**config.mk**
```make
export PLATFORM = sky130hd
export DESIGN_NAME = program_loader_flat
export DESIGN_NICKNAME = d
export VERILOG_FILES = /design/src/rtl/program_loader_if.sv /design/src/rtl/program_loader.sv /design/src/flat_wrapper.sv
export SDC_FILE = /design/constraint.sdc
export NUM_CORES = 1
export LEC_CHECK = 0
export ABC_AREA = 0
export CORE_MARGIN = 2
export CORE_UTILIZATION = 53
export CTS_CLUSTER_DIAMETER = 40
export DETAILED_ROUTE_END_ITERATION = 12
export PLACE_DENSITY = 0.84
export SLEW_MARGIN = 20
export SYNTH_ARGS = -nofsm -noshare
export SYNTH_HDL_FRONTEND = slang
export SYNTH_SLANG_ARGS = --single-unit
```
**constraint.sdc**
```tcl
create_clock -name clk -period 2.05 [get_ports clk]
set_clock_uncertainty 0.1 [all_clocks]
set_input_delay 0.205 -clock clk [delete_from_list [all_inputs] [get_ports clk]]
set_output_delay 0.205 -clock clk [all_outputs]
set_load 0.1 [all_outputs]
```
**src/rtl/program_loader_if.sv**
```systemverilog
// rtl/program_loader_if.sv - byte stream input and instruction-memory write bus of the loader
interface program_loader_if #(
   parameter int ADDR_W = 10
);
   logic [7:0]        in_data;
   logic              in_valid;
   logic              in_ready;
   logic              mem_we;
   logic [ADDR_W-1:0] mem_addr;
   logic [31:0]       mem_data;

   // master: stream source and memory sink; slave: the loader itself
   modport master (
      output in_data, in_valid,
      input  in_ready, mem_we, mem_addr, mem_data
   );

   modport slave (
      input  in_data, in_valid,
      output in_ready, mem_we, mem_addr, mem_data
   );
endinterface

```
**src/rtl/program_loader.sv**
```systemverilog
// rtl/program_loader.sv - framed byte-stream loader that fills instruction memory and gates cpu reset
module program_loader #(
   parameter int ADDR_W    = 10,
   parameter int MAX_WORDS = 1024
) (
   input  logic              clk,
   input  logic              reset,
   input  logic              start,
   program_loader_if.slave   bus,
   output logic              cpu_reset,
   output logic              busy,
   output logic              done,
   output logic              error,
   output logic [1:0]        err_cause,
   output logic [ADDR_W:0]   words_written
);

   typedef enum logic [2:0] {
      S_IDLE, S_LEN_HI, S_LEN_LO, S_PAYLOAD, S_WRITE, S_CHECK, S_DONE, S_ERROR
   } state_t;

   localparam logic [15:0] MAX_N = 16'(MAX_WORDS);

   state_t      state;
   state_t      state_next;
   logic [15:0] len;
   logic [23:0] word;
   logic [7:0]  acc;
   logic [1:0]  idx;
   logic        accept;
   logic        arm;
   logic [15:0] len_rx;
   logic [15:0] ww_next;

   assign accept  = bus.in_valid && bus.in_ready;
   assign arm     = start && (state == S_IDLE || state == S_DONE || state == S_ERROR);
   assign len_rx  = {len[15:8], bus.in_data};
   assign ww_next = 16'(words_written) + 16'd1;

   always_ff @(posedge clk) begin
      if (reset) begin
         state <= S_IDLE;
      end else begin
         state <= state_next;
      end
   end

   always_comb begin
      state_next = state;
      case (state)
         S_IDLE:    if (start) state_next = S_LEN_HI;
         S_LEN_HI:  if (accept) state_next = S_LEN_LO;
         S_LEN_LO: begin
            if (accept) begin
               if (len_rx > MAX_N)       state_next = S_ERROR;
               else if (len_rx == 16'd0) state_next = S_CHECK;
               else                      state_next = S_PAYLOAD;
            end
         end
         S_PAYLOAD: if (accept && idx == 2'd3) state_next = S_WRITE;
         S_WRITE:   state_next = (ww_next == len) ? S_CHECK : S_PAYLOAD;
         S_CHECK: begin
            if (accept) state_next = (bus.in_data == acc) ? S_DONE : S_ERROR;
         end
         S_DONE:    if (start) state_next = S_LEN_HI;
         S_ERROR:   if (start) state_next = S_LEN_HI;
         default:   state_next = S_IDLE;
      endcase
   end

   // a write still pending on the reset edge must not reach memory
   always_comb begin
      bus.in_ready = 1'b0;
      bus.mem_we   = 1'b0;
      busy         = 1'b0;
      done         = 1'b0;
      error        = 1'b0;
      cpu_reset    = 1'b1;
      case (state)
         S_LEN_HI, S_LEN_LO, S_PAYLOAD, S_CHECK: begin
            bus.in_ready = 1'b1;
            busy         = 1'b1;
         end
         S_WRITE: begin
            bus.mem_we = !reset;
            busy       = 1'b1;
         end
         S_DONE: begin
            done      = 1'b1;
            cpu_reset = 1'b0;
         end
         S_ERROR:  error = 1'b1;
         default: ;
      endcase
   end

   always_ff @(posedge clk) begin
      if (reset) begin
         len           <= '0;
         word          <= '0;
         acc           <= '0;
         idx           <= '0;
         err_cause     <= 2'b00;
         words_written <= '0;
         bus.mem_addr  <= '0;
         bus.mem_data  <= '0;
      end else begin
         if (arm) begin
            err_cause     <= 2'b00;
            words_written <= '0;
            acc           <= '0;
            idx           <= '0;
         end
         case (state)
            S_LEN_HI: if (accept) len[15:8] <= bus.in_data;
            S_LEN_LO: begin
               if (accept) begin
                  len[7:0] <= bus.in_data;
                  if (len_rx > MAX_N) err_cause <= 2'b01;
               end
            end
            S_PAYLOAD: begin
               if (accept) begin
                  word <= {word[15:0], bus.in_data};
                  acc  <= acc ^ bus.in_data;
                  idx  <= idx + 2'd1;
                  if (idx == 2'd3) begin
                     bus.mem_addr <= words_written[ADDR_W-1:0];
                     bus.mem_data <= {word, bus.in_data};
                  end
               end
            end
            S_WRITE:  words_written <= words_written + 1'b1;
            S_CHECK: begin
               if (accept && bus.in_data != acc) err_cause <= 2'b10;
            end
            default: ;
         endcase
      end
   end

endmodule

```
**src/flat_wrapper.sv**
```systemverilog
// flat-port wrapper written by rule: the top's interface ports become plain ports
module program_loader_flat 
#(
   parameter int ADDR_W    = 10,
   parameter int MAX_WORDS = 1024
)
  (clk, reset, start, cpu_reset, busy, done, error, err_cause, words_written, bus_in_data, bus_in_valid, bus_in_ready, bus_mem_we, bus_mem_addr, bus_mem_data);
  program_loader_if #(.ADDR_W(ADDR_W)) bus_i ();
  input  logic clk;
  input  logic reset;
  input  logic start;
  output logic cpu_reset;
  output logic busy;
  output logic done;
  output logic error;
  output logic [1:0] err_cause;
  output logic [ADDR_W:0] words_written;
  input wire logic [$bits(bus_i.in_data)-1:0] bus_in_data;
  input wire logic [$bits(bus_i.in_valid)-1:0] bus_in_valid;
  output wire logic [$bits(bus_i.in_ready)-1:0] bus_in_ready;
  output wire logic [$bits(bus_i.mem_we)-1:0] bus_mem_we;
  output wire logic [$bits(bus_i.mem_addr)-1:0] bus_mem_addr;
  output wire logic [$bits(bus_i.mem_data)-1:0] bus_mem_data;
  assign bus_i.in_data = bus_in_data;
  assign bus_i.in_valid = bus_in_valid;
  assign bus_in_ready = bus_i.in_ready;
  assign bus_mem_we = bus_i.mem_we;
  assign bus_mem_addr = bus_i.mem_addr;
  assign bus_mem_data = bus_i.mem_data;
  program_loader #(.ADDR_W(ADDR_W), .MAX_WORDS(MAX_WORDS)) u_core (.clk(clk), .reset(reset), .start(start), .bus(bus_i), .cpu_reset(cpu_reset), .busy(busy), .done(done), .error(error), .err_cause(err_cause), .words_written(words_written));
endmodule
```
==> impl_table.tex <==
\begin{tabular}{lr}
\hline
Metric & Value \\
\hline
\multicolumn{2}{l}{\textbf{Clock tree}} \\
\quad Clock slew seen by the registers of the worst setup and hold paths & 100 ps \\
\quad Clock Sinks & 108 \\
\quad Clock latency of the later-clocked register in the worst-skew pair & 370 ps \\
\quad Total clock buffers created by CTS & 9 \\
\quad Number of buffers between clock root and the deepest sink & 2 \\
\quad H-tree depth & 3 \\
\quad Post CTS Setup Buffer Count & 0 \\
\quad Hold-fix buffers, CTS & 0 \\
\quad Root buffer cell & clkbuf\_8 \\
\quad Clock tree from TritonCTS & built \\
\multicolumn{2}{l}{\textbf{Routing}} \\
\quad Total routed wirelength & 11500 um \\
\quad Post-detailed-route via-to-cell ratio & 5.66 \\
\quad Number of nets still failing antenna checks after routing & 0 \\
\quad Average wire per standard cell & 14.6 um \\
\quad Violation count after the first detailed-route iteration & 259 \\
\quad Routed via count & 4467 \\
\quad Pre-antenna DRT Iters & 5 \\
\quad DRC violations left & 0 \\
\multicolumn{2}{l}{\textbf{Yosys}} \\
\quad Number of distinct library cell variants in the gate-level netlist after synthesis & 48 \\
\quad Syn avg cell area & 7.58 um2 \\
\quad Number of warnings reported in the yosys synthesis log & 0 \\
\quad Area share of the largest cell type after synthesis & 46.8\% \\
\quad Synth Cell Area & 4620 um2 \\
\quad Flip-flop and latch count after synthesis & 108 \\
\quad Yosys top cell by area & dfxtp\_1 \\
\quad Primary flip-flop cell chosen by synthesis mapping & dfxtp\_1 \\
\quad Number of synthesized flops with an enable pin & 0 \\
\quad Sequential fraction of the synthesis area & 46.8\% \\
\quad Number of instances in the synthesized netlist & 610 \\
\quad Share of async-settable or async-resettable flops after synthesis & 0\% \\
\quad Post-synthesis net count & 624 \\
\quad Dominant cells by area after synthesis & dfxtp\_1 47\%, nand2\_1 15\%, a21oi\_1 11\% \\
\multicolumn{2}{l}{\textbf{Job}} \\
\quad Max\_cap viols & 0 \\
\multicolumn{2}{l}{\textbf{Worst setup path}} \\
\quad Crit start category & flop \\
\quad WP data required & 1750 ps \\
\quad Cell mode on critical path & buf\_4 \\
\quad Arrival time of the worst setup path & 1650 ps \\
\quad Maximum fanout encountered on the critical timing path & 7 \\
\quad Ordered list of cells on the worst path & buf\_4 > nand2\_1 > buf\_4 > nor2\_4 > buf\_12 \\
\quad Slowest stage delay, CP & 480 ps \\
\quad Slowest stage cell, crit path & dfxtp\_1 \\
\quad Worst setup path category & flop to output port \\
\quad Cell family with most CP delay & buffers and inverters \\
\quad Endpoint class of the critical path & output port \\
\quad WP buf/inv & 3 \\
\multicolumn{2}{l}{\textbf{Worst hold path}} \\
\quad Type of the tightest min-delay check & primary input to flop \\
\multicolumn{2}{l}{\textbf{Timing}} \\
\quad Count of final hold-check violations & 0 \\
\quad Transition time of the tightest slew-check pin & 445 ps \\
\quad Normalized max-slew margin & 70.3\% \\
\quad Fmax & 0.513 GHz \\
\quad Tightest hold margin & 161 ps \\
\quad Total count of max-transition violations in the final report & 0 \\
\quad Post-route minimum period & 1950 ps \\
\quad Post-route setup TNS & 0 ps \\
\quad Final critical-path share of the clock period & 95.1\% \\
\quad Final-report setup violation count & 0 \\
\quad Final critical-path setup slack & 99.8 ps \\
\multicolumn{2}{l}{\textbf{Placed design}} \\
\quad Dpl cell area & 5490 um2 \\
\quad GPL Wtd Cong & 0.880 \\
\quad Post-placement worst setup slack & -262 ps \\
\quad Hpwl dp & 8260 um \\
\quad Number of port buffers & 72 \\
\multicolumn{2}{l}{\textbf{Pwr}} \\
\quad Standby leakage power & 0.00208 uW \\
\quad VDD IR-drop max & 0.000435 V \\
\quad Pwr Total & 5150 uW \\
\quad Total power density per cell area & 903 nW/um2 \\
\multicolumn{2}{l}{\textbf{Finish}} \\
\quad Commonest non-fill, non-tap cell in the layout & nand2\_1 \\
\quad Non-Filler Cell Area, Final & 5700 um2 \\
\quad Net count reported at finish & 691 \\
\quad Fraction of final layout cells with drive strength greater than 1 & 20.1\% \\
\quad Layout area overhead & 23.2\% \\
\quad Commonest non-fill, non-tap cells in the layout & 187 x nand2\_1, 103 x a21oi\_1, 96 x dfxtp\_1 \\
\quad Number of diodes & 0 \\
\multicolumn{2}{l}{\textbf{Run status}} \\
\quad Status & complete, no violations \\
\multicolumn{2}{l}{\textbf{Floorplan}} \\
\quad Area of the die & 9490 um2 \\
\quad Floorplan die height & 97.4 um \\
\quad Width of the chip & 97.4 um \\
\quad Total I/O pin count & 73 \\
\quad Placeable core region & 8590 um2 \\
\quad Starting Density & 53.8\% \\
\quad Number of placement rows & 34 \\
\multicolumn{2}{l}{\textbf{Global route}} \\
\quad Via count of the first global-routing pass & 4059 \\
\quad Global-route wire length before repair & 19000 um \\
\quad Global route total overflow & 0 \\
\quad Number of antenna violations at the first check in global routing & 0 \\
\quad Maximum number of pins on one net before global-route repair & 43 \\
\quad Global Route Usage Sum & 24.1\% \\
\hline
\end{tabular}
## metal layers
metal	track usage [%]	vias to the layer above	wire length (um)	part of all wire, %
met2	41.3	169	5730	50
met5	0	-	0	0
met4	8.33	0	176	1.5
met1	30.8	2110	5020	43
met3	4.03	14	617	5.3
li1	-	2174	-	-
## area by class of cell
class,count,area [um2]
Fill cell,741,2890
Multi-Input combinational cell,451,2250
Sequential cell,108,2190
Timing Repair Buffer,103,898
Clock buffer,11,174
Tap cell,108,135
Clock inverter,4,27.5
Inverter,4,18.8
## final timing paths
check	from	endpoint	slack, ps	cells past startpoint
hold reg to reg	u_core.len[15]	u_core.len[15]	360	2
setup reg to reg	u_core.words_written[1]	u_core.state[1]	100	6
setup / recovery	u_core.state[2]	bus_mem_we	100	5
hold / removal	reset	u_core.bus.mem_data[25]	160	2
## state kept, by name, summed over array words and instances (netlist names)
signal,flops
u_core.len,16
u_core.err_cause,2
u_core.acc,8
u_core.idx,2
u_core.bus.mem_addr,10
u_core.bus.mem_data,32
u_core.word,24
u_core.state,3
u_core.words_written,11
## synthesized netlist by cell type, drive strengths merged (6+ instances only)
cell type,count
a21oi,103
buf,18
clkbuf,29
dfxtp,108
nand2,188
nand2b,6
nand3,11
nor2,33
nor3,11
nor4,8
o21ai,20
xnor2,11
xor2,9
## logic make-up after synthesis
logic type / count (synthesis) / synth area share (%)
DFF: 108 / 46.8
buffers and inverters: 51 / 5.03
AOI/OAI and AO/OA: 148 / 17.7
adders and majority gates: 2 / 0.541
xor gates and xnor gates: 20 / 3.79
muxes: 1 / 0.243
and+or+nand+nor: 280 / 25.9
## power breakdown
part / total [uW] / internal, uW / switching, uW / leakage, uW
Clock: 1300 / 588 / 707 / 0.000106
Sequential: 2320 / 2190 / 134 / 0.000879
Combinational: 1530 / 549 / 982 / 0.00110
## through the flow
| step | cells | util [%] |
|---|---|---|
| after floorplan | 610 | - |
| after global placement | 774 | 63.8 |
| after detailed placement | 774 | 63.8 |
| after CTS | 789 | 66.2 |
| after global routing | 789 | 66.3 |
| final | 789 | 66.3 |
## what timing repair did
action	in CTS	in global routing
endpoints found under the hold margin	0	0
setup endpoints to repair	2	10
resized for setup	2	5
(Power assumes the default switching activity.)
==> RTL edit (config.mk and constraints unchanged) <==
The 8 states of `state_t` get a Gray code encoding in 3 bits.
--- a/src/rtl/program_loader.sv
+++ b/src/rtl/program_loader.sv
@@ -16,7 +16,7 @@
 );
 
    typedef enum logic [2:0] {
-      S_IDLE, S_LEN_HI, S_LEN_LO, S_PAYLOAD, S_WRITE, S_CHECK, S_DONE, S_ERROR
+      S_IDLE = 3'b000, S_LEN_HI = 3'b001, S_LEN_LO = 3'b011, S_PAYLOAD = 3'b010, S_WRITE = 3'b110, S_CHECK = 3'b111, S_DONE = 3'b101, S_ERROR = 3'b100
    } state_t;
 
    localparam logic [15:0] MAX_N = 16'(MAX_WORDS);
Behaviour: no difference found for any inputs over 10 cycles, from zero or initial values and one cycle with reset high; not proved beyond that.
==> RTL edit against the unedited design <==
The flow now finishes with violations (setup timing); worst setup slack got worse by 0.13 ns; sequential share of layout area fell by 0.79 points; sequential cell count did not move; area after synthesis fell by 0.35%; design area rose by 2.5%; routed wire length rose by 5.5%; count of clock-buffer cells in the layout fell by 1; critical path type is now register to register.
Power is not compared: it rests on default switching activity, and its combinational part moved more than twofold at a synthesized area within 25%.
==> RTL edit: results (changes against the unedited design) <==
Synth:
- In the post-synthesis netlist, the biggest area contributors are sky130_fd_sc_hd__dfxtp_1 (47%), sky130_fd_sc_hd__nand2_1 (15%), sky130_fd_sc_hd__a21oi_1 (12%), sky130_fd_sc_hd__clkbuf_1 (3.2%), sky130_fd_sc_hd__o21ai_0 (3.0%).
- The number of library cell types mapped by synthesis came to 45 (-6.3%).
- The sequential element share of the synthesized area came to 46.9% (+0.17 points).
- The synthesized-area fraction occupied by ao, oa, aoi and oai cells is 18.9% (+1.1 points).
- Sorting the synthesized cells by how often they occur yields sky130_fd_sc_hd__nand2_1 (179), sky130_fd_sc_hd__a21oi_1 (112), sky130_fd_sc_hd__dfxtp_1 (108), sky130_fd_sc_hd__clkbuf_1 (39).
- The synthesized-area fraction occupied by xor and xnor cells was 3.23% (-0.56 points).
- The synthesized net count is 626 (+0.32%).
- The adder-cell share of the synthesized area is 0.543% (+0.0019 points).

GRT:
- The global-route usage over all layers is 25.8% (+1.7 points).
- The pin count of the biggest net entering global routing is 109 (+150%).
- The via count of the first global-routing pass came to 4118 (+1.5%).
- The wire length of the first global-routing pass came to 20200 µm (+6.3%).

Setup path:
- For this design, the slowest cell found on the critical path is sky130_fd_sc_hd__or4_4.
- Grouping stages by cell kind, the critical path spends the most delay in simple AND/OR/NAND/NOR gates.
- The peak fanout along the critical path came to 3 (-4).

Clock tree:
- The clock-pin slew of the registers on the worst-case setup and hold paths came to 0.12 ns (+0.02 ns).

Drt:
- The average routed wire per standard cell is 15.2 µm (+4.2%).
- The via count normalized by instance count is 5.72 (+1.1%).
- The number of DRC markers in iteration 0 is 420 (+62%).

Outcome:
- The final reports fail on setup timing.
- The flow ran to the end, but the final reports show violations.

STA:
- The final critical-path setup slack is -0.0298 ns (-0.130 ns).
- The measured slew at the worst slew-check pin is 0.465 ns (+0.0201 ns).
- The final count of negative-setup-slack endpoints is 1 (+1).
- The setup TNS is -0.0298 ns (-0.0298 ns).

Placed design:
- The post-detailed-placement half-perimeter wirelength was 8430 µm (+2.0%).
- The routability congestion estimate from global placement was 0.887 (+0.84%).

Layout:
- The total number of nets in the final design came to 700 (+1.3%).
- The fraction of layout cells with a size suffix above 1 is 21.7% (+1.6 points).
## RTL edit: cell types whose count changed after synthesis, sizes merged, moves of 5 or more
cell / before / now
xnor2: 11 / 6
buf: 18 / 7
nor2b: 5 / 11
nor2: 33 / 28
clkbuf: 29 / 39
nand2: 188 / 179
a21oi: 103 / 112
o21ai: 20 / 30
## RTL edit: metrics by stage
| step | setup WS [ns] | cells | cell area, µm² |
|---|---|---|---|
| 2_1_floorplan | -0.206 | 612 | 4690 |
| 3_3_place_gp | -0.123 | 782 | 5590 |
| 3_5_place_dp | -0.180 | 782 | 5590 |
| 4_1_cts | -0.0285 | 799 | 5820 |
| 5_1_grt | -0.0734 | 799 | 5840 |
| 6_report | -0.0298 | 799 | 5840 |
## RTL edit: what timing repair did
| item | 4_1_cts | 5_1_grt |
|---|---|---|
| setup buffers | 1 | 0 |
| setup endpoints to repair | 3 | 3 |
| pin swaps | 3 | 4 |
| hold buffers | 0 | 0 |
| gates resized for setup | 7 | 3 |
| hold endpoints to repair | 0 | 0 |
## RTL edit: worst paths after layout
path	startpoint	to	slack [ns]	cells past startpoint
setup / recovery	u_core.len[12]	u_core.state[0]	-0.03	6
hold / removal	reset	u_core.state[2]	0.26	6
setup reg to reg	u_core.len[12]	u_core.state[0]	-0.03	6
hold reg to reg	u_core.word[18]	u_core.bus.mem_data[26]	0.36	2
## RTL edit: layout make-up
cell class,count,share of cell area [%]
timing repair buffer,109,16.6
multi-input combinational,450,39.3
tap,108,2.31
clock inverter,6,1.07
sequential,108,37.7
inverter,8,0.707
clock buffer,10,2.36
## RTL edit: report_power, final
part	internal, µW	total [µW]	switching (µW)
Sequential	2120	2150	35.8
Combinational	208	553	345
Clock	511	1290	784
## RTL edit: worst reg2reg max path, stage by stage, from the launching register on
cell and delay, ns:
sky130_fd_sc_hd__dfxtp_2 0.34, sky130_fd_sc_hd__or4_4 0.57, sky130_fd_sc_hd__or3_4 0.35, sky130_fd_sc_hd__or3_1 0.31, sky130_fd_sc_hd__a21oi_1 0.15, sky130_fd_sc_hd__a21oi_1 0.05
sky130_fd_sc_hd__o21ai_1 0.12
## RTL edit: logic make-up (layout without fill, tap and decap cells)
group                    count (synthesis)  after routing
AO/OA/AOI/OAI                          162            162
XOR/XNOR                                17             17
multiplexers                             1              1
AND/OR/NAND/NOR                        268            268
flip-flops                             108            108
adder cells (fa/ha/maj)                  2              2
buffers and inverters                   54            133
## RTL edit: per-layer routing
| layer | up-vias | GRT usage, % | share of wire [%] |
|---|---|---|---|
| met3 | 25 | 5.04 | 6.5 |
| met1 | 2160 | 35.1 | 44 |
| met4 | 0 | 8.23 | 2.4 |
| met2 | 176 | 41.5 | 47 |
| met5 | - | 0 | 0 |
| li1 | 2211 | - | - |
